<file path="src/rtl/config_pkg.sv">
// Shared FU configuration: vector geometry, fixed-point and gain formats.
// Pulled in by rms_gain and its fixed_mul_round_sat helper.
package config_pkg;

  localparam int unsigned D             = 16;
  localparam int unsigned FixedBits     = 16;
  localparam int unsigned FixedFracBits = 8;
  localparam int unsigned GainBits      = 16;
  localparam int unsigned GainFracBits  = 8;

  typedef logic signed [FixedBits-1:0] fixed_point_t;
  typedef logic signed [GainBits-1:0]  gain_t;
  typedef logic [$clog2(D)-1:0]        DI_t;

  localparam fixed_point_t FixedPointMax = {1'b0, {(FixedBits-1){1'b1}}};
  localparam fixed_point_t FixedPointMin = {1'b1, {(FixedBits-1){1'b0}}};

  typedef enum logic [1:0] {
    IDLE,
    READ,
    WRITE
  } rms_gain_state_e;

endpackage

</file>
<file path="src/rtl/fixed_mul_round_sat.sv">
// Combinational fixed_point_t x gain_t multiply with round-half-up and
// saturation back to fixed_point_t; sat_o flags a clamped result.
module fixed_mul_round_sat
  import config_pkg::*;
#(
  parameter int unsigned FRAC = GainFracBits
) (
  input  fixed_point_t a,
  input  gain_t        b,
  output fixed_point_t y,
  output logic         sat_o
);

  localparam int unsigned W  = $bits(fixed_point_t);
  localparam int unsigned PW = W + $bits(gain_t);

  localparam logic signed [PW-1:0] Half = PW'(1) << (FRAC - 1);
  localparam logic signed [PW-1:0] PMax = PW'(FixedPointMax);
  localparam logic signed [PW-1:0] PMin = PW'(FixedPointMin);

  logic signed [PW-1:0] prod;
  logic signed [PW-1:0] rnd;

  always_comb begin
    prod  = a * b;
    rnd   = (prod + Half) >>> FRAC;
    sat_o = 1'b0;
    y     = rnd[W-1:0];
    if (rnd > PMax) begin
      y     = FixedPointMax;
      sat_o = 1'b1;
    end else if (rnd < PMin) begin
      y     = FixedPointMin;
      sat_o = 1'b1;
    end
  end

endmodule

</file>
<file path="src/rtl/rms_gain.sv">
// RMSNorm weight step: scales the shared activation vector in place by a
// per-channel gain register file. Optional RMS_GAIN_SAT_CNT_EN adds sat_cnt_o.
module rms_gain
  import config_pkg::*;
#(
  parameter int unsigned D         = config_pkg::D,
  parameter int unsigned GAIN_FRAC = GainFracBits
) (
  input  logic         clk_i,
  input  logic         rst_ni,
  output logic         in_ready_o,
  input  logic         in_start_i,
  output logic         done_o,
  output DI_t          vector_addr_o,
  output logic         vector_w_en_o,
  output fixed_point_t vector_w_data_o,
  input  fixed_point_t vector_r_data_i,
  input  logic         gain_w_en_i,
  input  DI_t          gain_w_addr_i,
  input  gain_t        gain_w_data_i
`ifdef RMS_GAIN_SAT_CNT_EN
  ,
  output logic [$clog2(D):0] sat_cnt_o
`endif
);

  rms_gain_state_e state_q, state_d;
  DI_t             index_q, index_d;
  logic            done_q, done_d;
  logic            valid_q, valid_d;

  gain_t           gain_q [D];
  fixed_point_t    mul_y, y_q;
  logic            mul_sat, sat_q;

  always_ff @(posedge clk_i) begin
    if (gain_w_en_i) gain_q[gain_w_addr_i] <= gain_w_data_i;
  end

  fixed_mul_round_sat #(
    .FRAC(GAIN_FRAC)
  ) u_mul (
    .a    (vector_r_data_i),
    .b    (gain_q[index_q]),
    .y    (mul_y),
    .sat_o(mul_sat)
  );

  // Rounded/saturated result is registered instead of the raw product;
  // the written value and its timing are the same.
  always_ff @(posedge clk_i) begin
    if (state_q == READ) begin
      y_q   <= mul_y;
      sat_q <= mul_sat;
    end
  end

  always_ff @(posedge clk_i) begin
    if (!rst_ni) begin
      state_q <= IDLE;
      index_q <= '0;
      done_q  <= 1'b0;
      valid_q <= 1'b0;
    end else begin
      state_q <= state_d;
      index_q <= index_d;
      done_q  <= done_d;
      valid_q <= valid_d;
    end
  end

  always_comb begin
    state_d       = state_q;
    index_d       = index_q;
    done_d        = 1'b0;
    valid_d       = 1'b0;
    in_ready_o    = 1'b0;
    vector_w_en_o = 1'b0;
    unique case (state_q)
      IDLE: begin
        in_ready_o = 1'b1;
        if (in_start_i) begin
          index_d = '0;
          state_d = READ;
        end
      end
      READ: begin
        valid_d = 1'b1;
        state_d = WRITE;
      end
      WRITE: begin
        // Reset in a WRITE cycle must suppress that cycle's write too.
        vector_w_en_o = valid_q & rst_ni;
        if (index_q == DI_t'(D - 1)) begin
          done_d  = 1'b1;
          state_d = IDLE;
        end else begin
          index_d = index_q + DI_t'(1);
          state_d = READ;
        end
      end
      default: state_d = IDLE;
    endcase
  end

  assign vector_addr_o   = index_q;
  assign vector_w_data_o = y_q;
  assign done_o          = done_q;

`ifdef RMS_GAIN_SAT_CNT_EN
  logic [$clog2(D):0] sat_cnt_q;

  always_ff @(posedge clk_i) begin
    if (!rst_ni) begin
      sat_cnt_q <= '0;
    end else if (in_ready_o && in_start_i) begin
      sat_cnt_q <= '0;
    end else if (vector_w_en_o && sat_q) begin
      sat_cnt_q <= sat_cnt_q + 1'b1;
    end
  end

  assign sat_cnt_o = sat_cnt_q;
`endif

endmodule

</file>
<file path="config.mk">
export PLATFORM = sky130hd
export DESIGN_NAME = rms_gain
export DESIGN_NICKNAME = d
export VERILOG_FILES = /design/src/rtl/config_pkg.sv /design/src/rtl/fixed_mul_round_sat.sv /design/src/rtl/rms_gain.sv
export SDC_FILE = /design/constraint.sdc
export NUM_CORES = 1
export LEC_CHECK = 0
export CAP_MARGIN = 5
export CORE_ASPECT_RATIO = 0.6
export CORE_MARGIN = 2
export CORE_UTILIZATION = 39
export DETAILED_ROUTE_END_ITERATION = 10
export GPL_TIMING_DRIVEN = 1
export HOLD_SLACK_MARGIN = 0.05
export PLACE_DENSITY_LB_ADDON = 0.15
export SLEW_MARGIN = 5
export SYNTH_ARGS = -nofsm -noshare
export SYNTH_HDL_FRONTEND = slang
export SYNTH_SLANG_ARGS = --single-unit
</file>
<file path="constraint.sdc">
create_clock -name clk_i -period 11.95 [get_ports clk_i]
set_input_delay 3.585 -clock clk_i [delete_from_list [all_inputs] [get_ports clk_i]]
set_output_delay 3.585 -clock clk_i [all_outputs]
set_load 0.03 [all_outputs]
</file>
==> summary.md <==
| Metric | Value |
|---|---|
| Outcome | completed |
| Num CTS Buffers | 29 |
| Total number of vias | 12,677 |
| First-pass GRT wire length | 81,000 µm |
| CP cell instances | clkdlybuf4s50_1 -> and2_1 -> inv_1 -> fa_1 -> inv_1 -> fa_1 -> inv_1 -> fa_1 -> fa_1 -> fa_1 -> fa_1 -> inv_1 -> ha_1 -> nand3_1 -> nor3_1 -> nand4_1 -> o32ai_4 -> nor2_1 -> xnor2_2 -> o2111ai_1 -> o41ai_4 -> buf_4 -> o211ai_1 |
| Clock Latency Late Sink | 0.56 ns |
| Detailed placer's ending HPWL | 37,500 µm |
| DRC viols | 0 |
| F_max | 91.5 MHz |
| WS Path Type | primary input to flip-flop |
| RSZ-0062 raised after global routing | false |
| Launch point of the worst path | vector_r_data_i[15] |
| Critical Path End Type | flip-flop |
| Flop2flop setup slack | 2.50 ns |
| Synth area leaders | edfxtp_1, fa_1, mux4_2, inv_1, ha_1 |
| Initial Utilization | 39.4% |
| Clock Path Buffers | 3 |
| Synth unique cells | 66 |
| CP most frequent cell | fa_1 |
| Count of pins over their slew limit | 0 |
| PostCTS Resize Cnt | 0 |
| Crit path max fanout | 16 |
| ANT nets after route | 0 |
| Setup Buffers After CTS | 0 |
| Yosys top cell area share | 38.4% |
| Setup Skew | 0.0132 ns |
| RD Place Congestion | 0.857 |
| Slew @ Worst Pin | 1.21 ns |
| Nets@finish | 2,110 |
| Mapped Cells | 1,665 |
| Port Buf Inserts | 62 |
| Slowest CP cell | fa_1 |
| Number of global-route vias before repair | 13,602 |
| Delay of the slowest critical-path stage | 0.86 ns |
| Critical path capture point | vector_w_data_o[11] |
| Congestion Overflow GR | 0 |
| Die height | 185 µm |
| Drt via density | 5.14 |
| Worst EP arrival | 11.22 ns |
| Total Routing Usage GR | 18.9% |
| Ant. Diodes | 0 |
| Syn_area_per_cell | 12.8 µm² |
| Setup TNS | 0 ns |
| Sequential-to-total area share from yosys stat | 39.5% |
| Root buffer cell | clkbuf_16 |
| Total I/O pin count | 63 |
| Pre-CTS setup slack | 0.518 ns |
| Antenna violations before repair | 2 |
| Crit path launch type | primary input |
| Post-synth top area cell | edfxtp_1 |
| Hold-fix buffers, CTS | 0 |
| Syn Std Cell Area | 21,300 µm² |
| Die footprint | 56,500 µm² |
| Iter 0 DRT Violations | 994 |
| # rows | 66 |
| Area delta synth->final | 12.0% |
| YS warnings | 0 |
| Tcrit/Tclk final | 91.5% |
| #FFs+latches synth | 284 |
| Wire length per cell | 20.5 µm |
| Count leader, synth | inv_1 |
| Post-Route WL | 50,500 µm |
| Final hold slack | 0.567 ns |
| Setup ws final | 1.02 ns |
| # H-tree levels | 1 |
| Core region area | 54,000 µm² |
| Async SR Flop Fraction | 0% |
| Synth top cells by count | inv_1, edfxtp_1, fa_1 |
| Die Width | 305 µm |
| Min Clock Period, post-route | 10.93 ns |
| Predominant post-synthesis flop cell | edfxtp_1 |
| Post-synth EDFFs | 272 |
| Largest net degree at the start of global routing | 26 |
| CTS tree | yes |
| Hold violation total from the final report | 0 |
| Worst Hold Class | flip-flop to flip-flop |
| Max Cap Viol | 0 |
| Crit Reg-Reg Endpoint | vector_w_data_o[11] |
| Synth Net Count | 2,045 |
| Clock sinks | 284 |
| Layout cells sized above 1 | 12.4% |
| Depth of the worst register-to-register path | 25 |
| Worst endpoint required time | 12.24 ns |
| Final setup vio count | 0 |
| Clk slew on worst S/H paths | 0.06 ns |
| DR pass1 iterations | 5 |
| Max-slew headroom | 19.2% |
## layer usage
| metal | GRT usage [%] | wire length [µm] | vias to the layer above |
|---|---|---|---|
| met5 | 0 | 11 | - |
| met4 | 2.60 | 548 | 2 |
| met3 | 2.80 | 2620 | 43 |
| met2 | 27.9 | 21300 | 292 |
| met1 | 30.0 | 26000 | 6703 |
| li1 | - | - | 5637 |
## worst min path at each step
stage / startpoint / to / slack [ns] / depth (start not counted)
after detailed placement: vector_addr_o[3] / done_o / 0.55 / 2
after global placement: vector_addr_o[3] / done_o / 0.55 / 2
after global routing: vector_addr_o[3] / done_o / 0.60 / 2
after floorplan: state_q[0] / done_o / 0.52 / 3
final: vector_addr_o[3] / done_o / 0.57 / 2
after CTS: vector_addr_o[3] / done_o / 0.56 / 2
## layout make-up
class / count / area (µm²)
Sequential cell: 284 / 8410
Timing Repair Buffer: 102 / 921
Clock inverter: 14 / 176
Inverter: 318 / 1190
Clock buffer: 39 / 803
Fill cell: 5002 / 30200
Multi-Input combinational cell: 995 / 11400
Tap cell: 714 / 893
## placed cells by master, fill, tap and decap left out, types with 5 or more instances in the layout
cell type and instances:
nor3_1 6, o21ai_0 22, o211ai_1 5, nand4_1 10
clkbuf_1 6, dfxtp_1 10, clkbuf_16 29, clkdlybuf4s50_1 62
nor2_1 31, nand2_1 160, edfxtp_1 272, fa_1 262
and3_1 5, buf_4 40, and2_1 136, nor2b_1 5
a21o_1 14, or2_2 5, o211ai_2 11, nor2_2 12
xor2_1 10, nand2b_1 6, ha_1 78, mux4_2 77
inv_1 318, a21oi_1 31, o21bai_1 5, clkinv_2 5
xnor2_1 19, nand3_1 17
## sequential cells by signal, summed over array words and instances (netlist names), named ones only
register	flops
done_o	1
valid_q	1
gain_q	256
vector_w_data_o	16
vector_addr_o	4
state_q	2
## per-stage QoR
stage | utilization [%] | instance area [µm²] | instances
floorplan | - | 21300 | 1665
global placement | 42.3 | 22800 | 2413
detailed placement | 42.3 | 22800 | 2413
CTS | 44.1 | 23800 | 2466
global route | 44.1 | 23800 | 2466
finish | 44.1 | 23800 | 2466
## worst max-delay path, delay by kind of cell
family,cells,cell delay [ns]
XOR/XNOR,1,0.20
adder cells (fa/ha/maj),7,3.74
buffers and inverters,6,1.46
AND/OR/NAND/NOR,5,1.18
AO/OA/AOI/OAI,4,1.03
## logic make-up (layout without fill, tap and decap cells)
kind of cell             Yosys count  in the layout  synth area share, %
multiplexers                      80             80                 8.30
AO/OA/AOI/OAI                    126            126                 4.54
XOR/XNOR                          31             31                 1.35
buffers and inverters            386            473                 6.99
AND/OR/NAND/NOR                  418            418                 10.0
flip-flops                       284            284                 39.5
adder cells (fa/ha/maj)          340            340                 29.3
Power is left out: the tool's default activity adds up to more than one toggle a clock period on the data nets, which glitch-free logic cannot reach.
